## src/rtl/fp_pkg.sv

```systemverilog
// rtl/fp_pkg.sv - shared FSM states, field widths and IEEE-754 field helpers for the FP add/sub unit
package fp_pkg;

  // Sequencing states of the multi-cycle adder
  typedef enum logic [2:0] {
    IDLE,
    ALIGN,
    ADD,
    NORM,
    ROUND,
    DONE
  } fp_state_e;

  // Guard, round and sticky bits carried below the fraction
  localparam int GRS_W = 3;
  // Widest operand the helpers below can decode
  localparam int FP_MAX_W = 64;

  // All-ones mask of an exponent field
  function automatic logic [FP_MAX_W-1:0] fp_exp_mask(input int exp_w);
    return (64'd1 << exp_w) - 64'd1;
  endfunction

  // All-ones mask of a fraction field
  function automatic logic [FP_MAX_W-1:0] fp_frac_mask(input int man_w);
    return (64'd1 << man_w) - 64'd1;
  endfunction

  // Positive infinity: exponent all ones, fraction zero
  function automatic logic [FP_MAX_W-1:0] fp_inf(input int exp_w, input int man_w);
    return fp_exp_mask(exp_w) << man_w;
  endfunction

  // Canonical quiet NaN: sign 0, exponent all ones, only the fraction MSB set
  function automatic logic [FP_MAX_W-1:0] fp_qnan(input int exp_w, input int man_w);
    return fp_inf(exp_w, man_w) | (64'd1 << (man_w - 1));
  endfunction

  function automatic logic is_nan(input logic [FP_MAX_W-1:0] x, input int exp_w, input int man_w);
    return (((x >> man_w) & fp_exp_mask(exp_w)) == fp_exp_mask(exp_w)) &&
           ((x & fp_frac_mask(man_w)) != 64'd0);
  endfunction

  function automatic logic is_inf(input logic [FP_MAX_W-1:0] x, input int exp_w, input int man_w);
    return (((x >> man_w) & fp_exp_mask(exp_w)) == fp_exp_mask(exp_w)) &&
           ((x & fp_frac_mask(man_w)) == 64'd0);
  endfunction

  // Zero exponent means zero here: subnormals are flushed to signed zero
  function automatic logic is_zero(input logic [FP_MAX_W-1:0] x, input int exp_w, input int man_w);
    return ((x >> man_w) & fp_exp_mask(exp_w)) == 64'd0;
  endfunction

endpackage

```

## src/rtl/fp_addsub_seq_if.sv

```systemverilog
// rtl/fp_addsub_seq_if.sv - operand issue / result writeback handshake bundle of the FP adder
interface fp_addsub_seq_if #(
  parameter int EXP_W = 8,
  parameter int MAN_W = 23
);
  localparam int XLEN = 1 + EXP_W + MAN_W;

  logic            in_valid;
  logic            in_ready;
  logic [XLEN-1:0] a;
  logic [XLEN-1:0] b;
  logic            op_sub;
  logic            out_valid;
  logic            out_ready;
  logic [XLEN-1:0] result;
  logic            overflow;
  logic            underflow;
  logic            invalid;
  logic            busy;

  // Issue side: drives operands, consumes results
  modport master (
    output in_valid, a, b, op_sub, out_ready,
    input  in_ready, out_valid, result, overflow, underflow, invalid, busy
  );

  // Adder side
  modport slave (
    input  in_valid, a, b, op_sub, out_ready,
    output in_ready, out_valid, result, overflow, underflow, invalid, busy
  );
endinterface

```

## src/rtl/fp_align_shifter.sv

```systemverilog
// rtl/fp_align_shifter.sv - right shifter that collapses all shifted-out bits into a sticky LSB
module fp_align_shifter #(
  parameter int W       = 27,
  parameter int SHIFT_W = 8
) (
  input  logic [W-1:0]       data_i,
  input  logic [SHIFT_W-1:0] shamt_i,
  output logic [W-1:0]       data_o
);

  logic [W-1:0] shifted;
  logic [W-1:0] lost_mask;
  logic         sticky;

  // Shift right; anything that falls off the bottom is ORed into bit 0
  always_comb begin
    shifted   = '0;
    lost_mask = '1;
    if (32'(shamt_i) < 32'(W)) begin
      shifted   = data_i >> shamt_i;
      lost_mask = ~({W{1'b1}} << shamt_i);
    end
    sticky = |(data_i & lost_mask);
    data_o = {shifted[W-1:1], shifted[0] | sticky};
  end

endmodule

```

## src/rtl/fp_addsub_seq.sv

```systemverilog
// rtl/fp_addsub_seq.sv - multi-cycle handshaked floating-point add/subtract with RNE rounding
module fp_addsub_seq
  import fp_pkg::*;
#(
  parameter int EXP_W = 8,
  parameter int MAN_W = 23
) (
  input  logic           clk,
  input  logic           rst,
  fp_addsub_seq_if.slave io
);

  localparam int XLEN = 1 + EXP_W + MAN_W;
  localparam int MW   = MAN_W + 1 + GRS_W;  // hidden + frac + G + R + S
  localparam int SW   = MW + 1;             // plus carry-out
  localparam int EW   = EXP_W + 1;          // headroom for carry/round exponent bumps

  localparam logic [XLEN-1:0] QNAN     = XLEN'(fp_qnan(EXP_W, MAN_W));
  localparam logic [XLEN-2:0] INF_MAG  = (XLEN-1)'(fp_inf(EXP_W, MAN_W));
  localparam logic [EW-1:0]   EXP_ONE  = EW'(1);
  localparam logic [EW-1:0]   EXP_MAX  = {1'b0, {EXP_W{1'b1}}};

  fp_state_e       state_q;
  logic [XLEN-1:0] a_q;
  logic [XLEN-1:0] b_q;          // b with the op_sub-adjusted (effective) sign
  logic            sign_q;
  logic            eff_sub_q;
  logic [EW-1:0]   exp_q;
  logic [MW-1:0]   big_q;
  logic [MW-1:0]   small_q;
  logic [SW-1:0]   sum_q;
  logic            out_valid_q;
  logic [XLEN-1:0] result_q;
  logic            overflow_q;
  logic            underflow_q;
  logic            invalid_q;

  // ---- accept-time special decode ----
  logic [XLEN-1:0] b_eff_d;
  logic            nan_d;
  logic            inf_a_d;
  logic            inf_b_d;

  assign b_eff_d = {io.b[XLEN-1] ^ io.op_sub, io.b[XLEN-2:0]};
  assign nan_d   = is_nan(64'(io.a), EXP_W, MAN_W) | is_nan(64'(b_eff_d), EXP_W, MAN_W);
  assign inf_a_d = is_inf(64'(io.a), EXP_W, MAN_W);
  assign inf_b_d = is_inf(64'(b_eff_d), EXP_W, MAN_W);

  // ---- ALIGN: order by magnitude and align the smaller mantissa ----
  logic [EXP_W-1:0] exp_a, exp_b, exp_big_d, exp_small_d, exp_diff_d;
  logic [MAN_W-1:0] frac_a, frac_b;
  logic [MW-1:0]    mant_a, mant_b, mant_big_d, mant_small_d, small_aligned_d;
  logic             a_ge_b;

  assign exp_a  = a_q[XLEN-2 -: EXP_W];
  assign exp_b  = b_q[XLEN-2 -: EXP_W];
  // Subnormals compare and add as zero
  assign frac_a = is_zero(64'(a_q), EXP_W, MAN_W) ? '0 : a_q[MAN_W-1:0];
  assign frac_b = is_zero(64'(b_q), EXP_W, MAN_W) ? '0 : b_q[MAN_W-1:0];
  assign mant_a = (exp_a == '0) ? '0 : {1'b1, frac_a, {GRS_W{1'b0}}};
  assign mant_b = (exp_b == '0) ? '0 : {1'b1, frac_b, {GRS_W{1'b0}}};
  assign a_ge_b = {exp_a, frac_a} >= {exp_b, frac_b};

  assign exp_big_d    = a_ge_b ? exp_a  : exp_b;
  assign exp_small_d  = a_ge_b ? exp_b  : exp_a;
  assign mant_big_d   = a_ge_b ? mant_a : mant_b;
  assign mant_small_d = a_ge_b ? mant_b : mant_a;
  assign exp_diff_d   = exp_big_d - exp_small_d;

  fp_align_shifter #(
    .W       (MW),
    .SHIFT_W (EXP_W)
  ) u_align_shifter (
    .data_i  (mant_small_d),
    .shamt_i (exp_diff_d),
    .data_o  (small_aligned_d)
  );

  // ---- ADD: magnitude add/subtract; big >= small so subtraction never goes negative ----
  logic [SW-1:0] sum_d;
  assign sum_d = eff_sub_q ? ({1'b0, big_q} - {1'b0, small_q})
                           : ({1'b0, big_q} + {1'b0, small_q});

  // ---- ROUND: nearest-even on the normalized sum ----
  logic             round_up_d;
  logic [MAN_W:0]   frac_inc_d;
  logic [EW-1:0]    exp_rnd_d;
  logic             ovf_d;

  assign round_up_d = sum_q[2] & (sum_q[1] | sum_q[0] | sum_q[3]);
  assign frac_inc_d = {1'b0, sum_q[SW-3:3]} + {{MAN_W{1'b0}}, round_up_d};
  // A fraction carry means 1.111..1 rounded to 10.000..0: bump exponent, fraction wraps to 0
  assign exp_rnd_d  = frac_inc_d[MAN_W] ? exp_q + EXP_ONE : exp_q;
  assign ovf_d      = exp_rnd_d >= EXP_MAX;

  // Sequencer: single operation in flight, outputs registered and held in DONE
  always_ff @(posedge clk or posedge rst) begin
    if (rst) begin
      state_q     <= IDLE;
      a_q         <= '0;
      b_q         <= '0;
      sign_q      <= 1'b0;
      eff_sub_q   <= 1'b0;
      exp_q       <= '0;
      big_q       <= '0;
      small_q     <= '0;
      sum_q       <= '0;
      out_valid_q <= 1'b0;
      result_q    <= '0;
      overflow_q  <= 1'b0;
      underflow_q <= 1'b0;
      invalid_q   <= 1'b0;
    end else begin
      case (state_q)
        IDLE: begin
          if (io.in_valid) begin
            a_q         <= io.a;
            b_q         <= b_eff_d;
            overflow_q  <= 1'b0;
            underflow_q <= 1'b0;
            invalid_q   <= 1'b0;
            if (nan_d) begin
              result_q    <= QNAN;
              out_valid_q <= 1'b1;
              state_q     <= DONE;
            end else if (inf_a_d && inf_b_d && (io.a[XLEN-1] != b_eff_d[XLEN-1])) begin
              result_q    <= QNAN;
              invalid_q   <= 1'b1;
              out_valid_q <= 1'b1;
              state_q     <= DONE;
            end else if (inf_a_d) begin
              result_q    <= {io.a[XLEN-1], INF_MAG};
              out_valid_q <= 1'b1;
              state_q     <= DONE;
            end else if (inf_b_d) begin
              result_q    <= {b_eff_d[XLEN-1], INF_MAG};
              out_valid_q <= 1'b1;
              state_q     <= DONE;
            end else begin
              state_q <= ALIGN;
            end
          end
        end
        ALIGN: begin
          sign_q    <= a_ge_b ? a_q[XLEN-1] : b_q[XLEN-1];
          eff_sub_q <= a_q[XLEN-1] ^ b_q[XLEN-1];
          exp_q     <= {1'b0, exp_big_d};
          big_q     <= mant_big_d;
          small_q   <= small_aligned_d;
          state_q   <= ADD;
        end
        ADD: begin
          if (sum_d == '0) begin
            // Exact zero is +0 unless both effective operands were negative
            result_q    <= {a_q[XLEN-1] & b_q[XLEN-1], {(XLEN-1){1'b0}}};
            out_valid_q <= 1'b1;
            state_q     <= DONE;
          end else if (sum_d[SW-1]) begin
            sum_q   <= {1'b0, sum_d[SW-1:2], sum_d[1] | sum_d[0]};
            exp_q   <= exp_q + EXP_ONE;
            state_q <= NORM;
          end else begin
            sum_q   <= sum_d;
            state_q <= NORM;
          end
        end
        NORM: begin
          if (sum_q[SW-2]) begin
            state_q <= ROUND;
          end else if (exp_q > EXP_ONE) begin
            sum_q <= sum_q << 1;
            exp_q <= exp_q - EXP_ONE;
          end else begin
            result_q    <= {sign_q, {(XLEN-1){1'b0}}};
            underflow_q <= 1'b1;
            out_valid_q <= 1'b1;
            state_q     <= DONE;
          end
        end
        ROUND: begin
          if (ovf_d) begin
            result_q   <= {sign_q, INF_MAG};
            overflow_q <= 1'b1;
          end else begin
            result_q <= {sign_q, exp_rnd_d[EXP_W-1:0], frac_inc_d[MAN_W-1:0]};
          end
          out_valid_q <= 1'b1;
          state_q     <= DONE;
        end
        DONE: begin
          if (io.out_ready) begin
            out_valid_q <= 1'b0;
            state_q     <= IDLE;
          end
        end
        default: state_q <= IDLE;
      endcase
    end
  end

  assign io.in_ready  = (state_q == IDLE);
  assign io.busy      = (state_q != IDLE);
  assign io.out_valid = out_valid_q;
  assign io.result    = result_q;
  assign io.overflow  = overflow_q;
  assign io.underflow = underflow_q;
  assign io.invalid   = invalid_q;

endmodule

```

## src/flat_wrapper.sv

```systemverilog
// flat-port wrapper written by rule: the top's interface ports become plain ports
module fp_addsub_seq_flat import fp_pkg::*;
#(
  parameter int EXP_W = 8,
  parameter int MAN_W = 23
)
  (clk, rst, io_in_valid, io_a, io_b, io_op_sub, io_out_ready, io_in_ready, io_out_valid, io_result, io_overflow, io_underflow, io_invalid, io_busy);
  fp_addsub_seq_if #(.EXP_W(EXP_W), .MAN_W(MAN_W)) io_i ();
  input  logic clk;
  input  logic rst;
  input wire logic [$bits(io_i.in_valid)-1:0] io_in_valid;
  input wire logic [$bits(io_i.a)-1:0] io_a;
  input wire logic [$bits(io_i.b)-1:0] io_b;
  input wire logic [$bits(io_i.op_sub)-1:0] io_op_sub;
  input wire logic [$bits(io_i.out_ready)-1:0] io_out_ready;
  output wire logic [$bits(io_i.in_ready)-1:0] io_in_ready;
  output wire logic [$bits(io_i.out_valid)-1:0] io_out_valid;
  output wire logic [$bits(io_i.result)-1:0] io_result;
  output wire logic [$bits(io_i.overflow)-1:0] io_overflow;
  output wire logic [$bits(io_i.underflow)-1:0] io_underflow;
  output wire logic [$bits(io_i.invalid)-1:0] io_invalid;
  output wire logic [$bits(io_i.busy)-1:0] io_busy;
  assign io_i.in_valid = io_in_valid;
  assign io_i.a = io_a;
  assign io_i.b = io_b;
  assign io_i.op_sub = io_op_sub;
  assign io_i.out_ready = io_out_ready;
  assign io_in_ready = io_i.in_ready;
  assign io_out_valid = io_i.out_valid;
  assign io_result = io_i.result;
  assign io_overflow = io_i.overflow;
  assign io_underflow = io_i.underflow;
  assign io_invalid = io_i.invalid;
  assign io_busy = io_i.busy;
  fp_addsub_seq #(.EXP_W(EXP_W), .MAN_W(MAN_W)) u_core (.clk(clk), .rst(rst), .io(io_i));
endmodule
```

## config.mk

```make
export PLATFORM = sky130hd
export DESIGN_NAME = fp_addsub_seq_flat
export DESIGN_NICKNAME = d
export VERILOG_FILES = /design/src/rtl/fp_pkg.sv /design/src/rtl/fp_addsub_seq_if.sv /design/src/rtl/fp_align_shifter.sv /design/src/rtl/fp_addsub_seq.sv /design/src/flat_wrapper.sv
export SDC_FILE = /design/constraint.sdc
export NUM_CORES = 1
export LEC_CHECK = 0
export CORE_MARGIN = 1.5
export CORE_UTILIZATION = 55
export CTS_BUF_LIST = sky130_fd_sc_hd__clkbuf_4
export CTS_CLUSTER_SIZE = 16
export DETAILED_ROUTE_END_ITERATION = 6
export DONT_BUFFER_PORTS = 1
export PLACE_DENSITY = 0.85
export REMOVE_ABC_BUFFERS = 1
export SETUP_SLACK_MARGIN = 0.4
export SLEW_MARGIN = 15
export SYNTH_ARGS = -nofsm -noshare
export SYNTH_HDL_FRONTEND = slang
export SYNTH_SLANG_ARGS = --single-unit
```

## constraint.sdc

```tcl
create_clock -name clk -period 6.1 [get_ports clk]
set_input_delay 0.61 -clock clk [delete_from_list [all_inputs] [get_ports clk]]
set_output_delay 0.61 -clock clk [all_outputs]
set_load 0.01 [all_outputs]
```

==> impl_metrics.yaml <==
worst_hold_path:
  holdPathStages: 2
  min_path_type: "primary input to flip-flop"
  hold_end: "u_core.b_q[2]"
  min_from: "io_b[2]"
sta:
  slew_violations: 0
  fin_worst_skew_ns: 0.0467
  max_slew_margin_pct: 25.5
  grt_setup_unrepaired: "yes"
  hold_viol: 0
  fmax_mhz: 180
  hold_ws_ns: 0.0341
  period_share_pct: 91.0
  tightest_slew_ns: 1.10
  fin_ws_ns: 0.549
  period_minus_slack_ns: 5.55
  final-setup-viol-count: 0
synthesis:
  synth_flop_cell: "dfrtp_1"
  netlist_instances: 1943
  synth_top_family_by_area: "simple AND/OR/NAND/NOR gates"
  synthXorXnorAreaFrac_pct: 5.05
  synth_edf_count: 0
  syn_area_sq_mm: 0.0150
  synth_seq_cells: 192
  synthAdderAreaFrac_pct: 5.16
  ys_warn_count: 0
  async_flop_share_pct: 100
  synth_mux_area_share_pct: 5.77
  ys_seq_area_share_pct: 31.9
  synth-compound-area-share_pct: 22.1
  avgSynthCellArea_sq_um: 7.74
  ys_types: 90
  synthSimpleGateAreaFrac_pct: 25.0
floorplanning:
  fp.dieH_um: 168
  rows: 60
  die_width_um: 168
  dieArea_sq_mm: 0.0283
  io_pins: 107
  initial_core_util_pct: 56.0
  core_sq_mm: 0.0269
critical_path:
  crit_chain: "nor4_1, nand2_1, buf_4, buf_4, nand2_1, ha_1, a21oi_1, o21ai_0, o211ai_1, and2_2, nand3_4, mux2_2, ha_1, inv_1, and3_1, a41o_1, nor4_2, buf_4, mux2i_1, a21oi_1, mux2i_1, a21o_1, a21oi_1"
  worstSetupEndpointType: "flip-flop"
  reg2reg_setup_slack_ns: 0.55
  ff2ff_path_depth: 23
  crit_buf_inv: 4
  start_kind: "flip-flop"
  critPathSlowestCell: "dfrtp_1"
  reg2reg_to: "u_core.small_q[2]"
  crit_required_ns: 6.66
  arrival_ns: 6.11
  slowest_delay_ns: 0.46
  crit_family: "simple AND/OR/NAND/NOR gates"
  criticalPathCategory: "flip-flop to flip-flop"
  cp_max_fo: 26
  r2r_start: "u_core.b_q[27]"
placement:
  dp_hpwl_mm: 32.7
  port_buffers: 0
  gp_congestion: 0.977
  dp_slack_ns: 0.307
clock_network:
  cts_buffers: 17
  clk_pin_slew_ns: 0.21
  clock_latency_ns: 0.65
  cts_tree: "done"
  htree_num_levels: 4
  clock-sinks: 192
  clk_path_buf_depth: 2
  cts-root-buf: "clkbuf_4"
layout:
  synthToLayoutAreaGrowth_pct: 6.41
  final_util_pct: 59.5
  finalNetCount: 2030
  layout-drive-gt1-share_pct: 9.10
job:
  maxCapViolations: 0
global_route:
  grt_pass1_wl_mm: 69.6
  grt_pass1_vias: 13416
  gr-total-overflow: 0
  grtUsageTotal_pct: 30.5
  grt_max_degree: 126
  antenna_found_initial: 1
routing:
  routed_wl_mm: 43.7
  ant_nets: 0
  drc: 0
  vias_per_cell: 6.43
  wl_per_cell_um: 19.4
  routed-via-count: 14498
  dr.pass1.iters: 6
  drtIter0Drc: 1535
run_status:
  status: "finished, final reports clean"
cells by family after synthesis:
logic type | count (synthesis)
AND/OR/NAND/NOR | 825
multiplexers | 74
XOR/XNOR | 85
buffers and inverters | 189
adder cells (fa/ha/maj) | 62
AO/OA/AOI/OAI | 516
flip-flops | 192
cell usage after synthesis, drive strengths merged (6+ instances only):
library cell  count  area share (%)
or2               6            0.25
nor4             38             1.8
a31oi            35             1.5
a221o             6            0.40
a21o             25             1.2
xnor2            63             3.7
o21ai           145             4.8
a211oi           18            0.93
o21a             10            0.50
o211ai           19            0.95
o31ai             7            0.38
a21oi           139             4.6
and2             13            0.54
nor3b             6            0.30
a22oi            10            0.53
mux2i            54             3.6
and3             23            0.96
mux2             11            0.82
buf              34             1.2
a211o            10            0.58
nand2b           16            0.67
a22o             12            0.70
dfrtp           192              32
nand2           412              10
inv              66             1.6
xor2             22             1.3
o22ai            11            0.46
or4               7            0.40
clkbuf           88             2.2
nor2            163             4.1
or3              12            0.50
mux4              9             1.3
nor3             40             1.4
nor2b            18            0.75
nand3            24            0.83
ha               62             5.2
o22a              6            0.35
a41oi             6            0.52
nand4            33             1.4
flip-flops by register name, indices dropped and copies added (netlist names), 3 cells and up:
register	count
u_core.io.result	32
u_core.sum_q	27
u_core.small_q	27
u_core.exp_q	9
u_core.state_q	3
u_core.b_q	32
u_core.big_q	24
u_core.a_q	32
what timing repair did:
action | CTS | global route
hold buffers | 1 | 0
buffers inserted | 1 | 10
gates cloned | 0 | 2
endpoints found under the setup margin | 31 | 94
gates resized for setup | 4 | 38
endpoints found under the hold margin | 16 | 0
pin swaps | 1 | 8
worst reg2reg max path, delay by kind of cell, from the launching register on:
kind	cells	cell delay, ns
AOI/OAI and AO/OA	7	1.47
adders and majority gates	2	0.47
buffers and inverters	4	0.90
DFF	1	0.46
muxes	3	0.58
and+or+nand+nor	7	1.59
through the flow:
step           setup TNS (ns)  std cells  area, sq um
2_1_floorplan          -39.22       1821        14500
3_3_place_gp                0       2207        15400
3_5_place_dp                0       2207        15400
4_1_cts                     0       2241        15700
5_1_grt                     0       2254        16000
6_report                    0       2254        16000
routing by layer:
layer	track usage, %	up-vias	share of wire (%)
li1	-	6830	-
met1	41.5	6950	43
met2	50.0	628	47
met3	4.35	90	7.0
met4	10.1	0	2.9
met5	0	-	0
cell usage in the layout (no fill, tap or decap), types with 13 or more instances in the layout:
cell type	count
a211oi_1	13
xor2_1	21
o21ai_0	140
nand3_1	23
a21oi_1	137
a31oi_1	35
clkbuf_4	17
inv_1	65
nor3_1	36
nor4_1	30
a21o_1	25
nand2_1	410
and3_1	23
dfrtp_1	187
xnor2_1	61
nor2b_1	17
nand4_1	33
mux2i_1	54
buf_4	52
nor2_1	162
o211ai_1	19
nand2b_1	16
ha_1	58
worst max path at each step:
stage	start	end	slack [ns]	cells after the start
after floorplan	u_core.a_q[24]	u_core.small_q[0]	-2.36	21
after global placement	u_core.small_q[10]	u_core.io.result[12]	0.46	21
after detailed placement	u_core.small_q[10]	u_core.io.result[13]	0.31	21
after CTS	u_core.small_q[3]	u_core.io.result[7]	0.39	23
after global routing	u_core.a_q[23]	u_core.small_q[0]	0.33	23
final	u_core.b_q[27]	u_core.small_q[2]	0.55	23
layout make-up:
cell class,instances,area (sq um)
diodes,1,2.50
clock buffers,17,128
clock inverters,15,220
fillers,2414,10900
inverters,67,259
multi-input cells,1563,9670
flip-flops and latches,192,4810
well taps,341,427
repair buffers,58,488
Power is not shown: default switching activity piles up to over one toggle a cycle in this logic, so the estimate is an artifact.
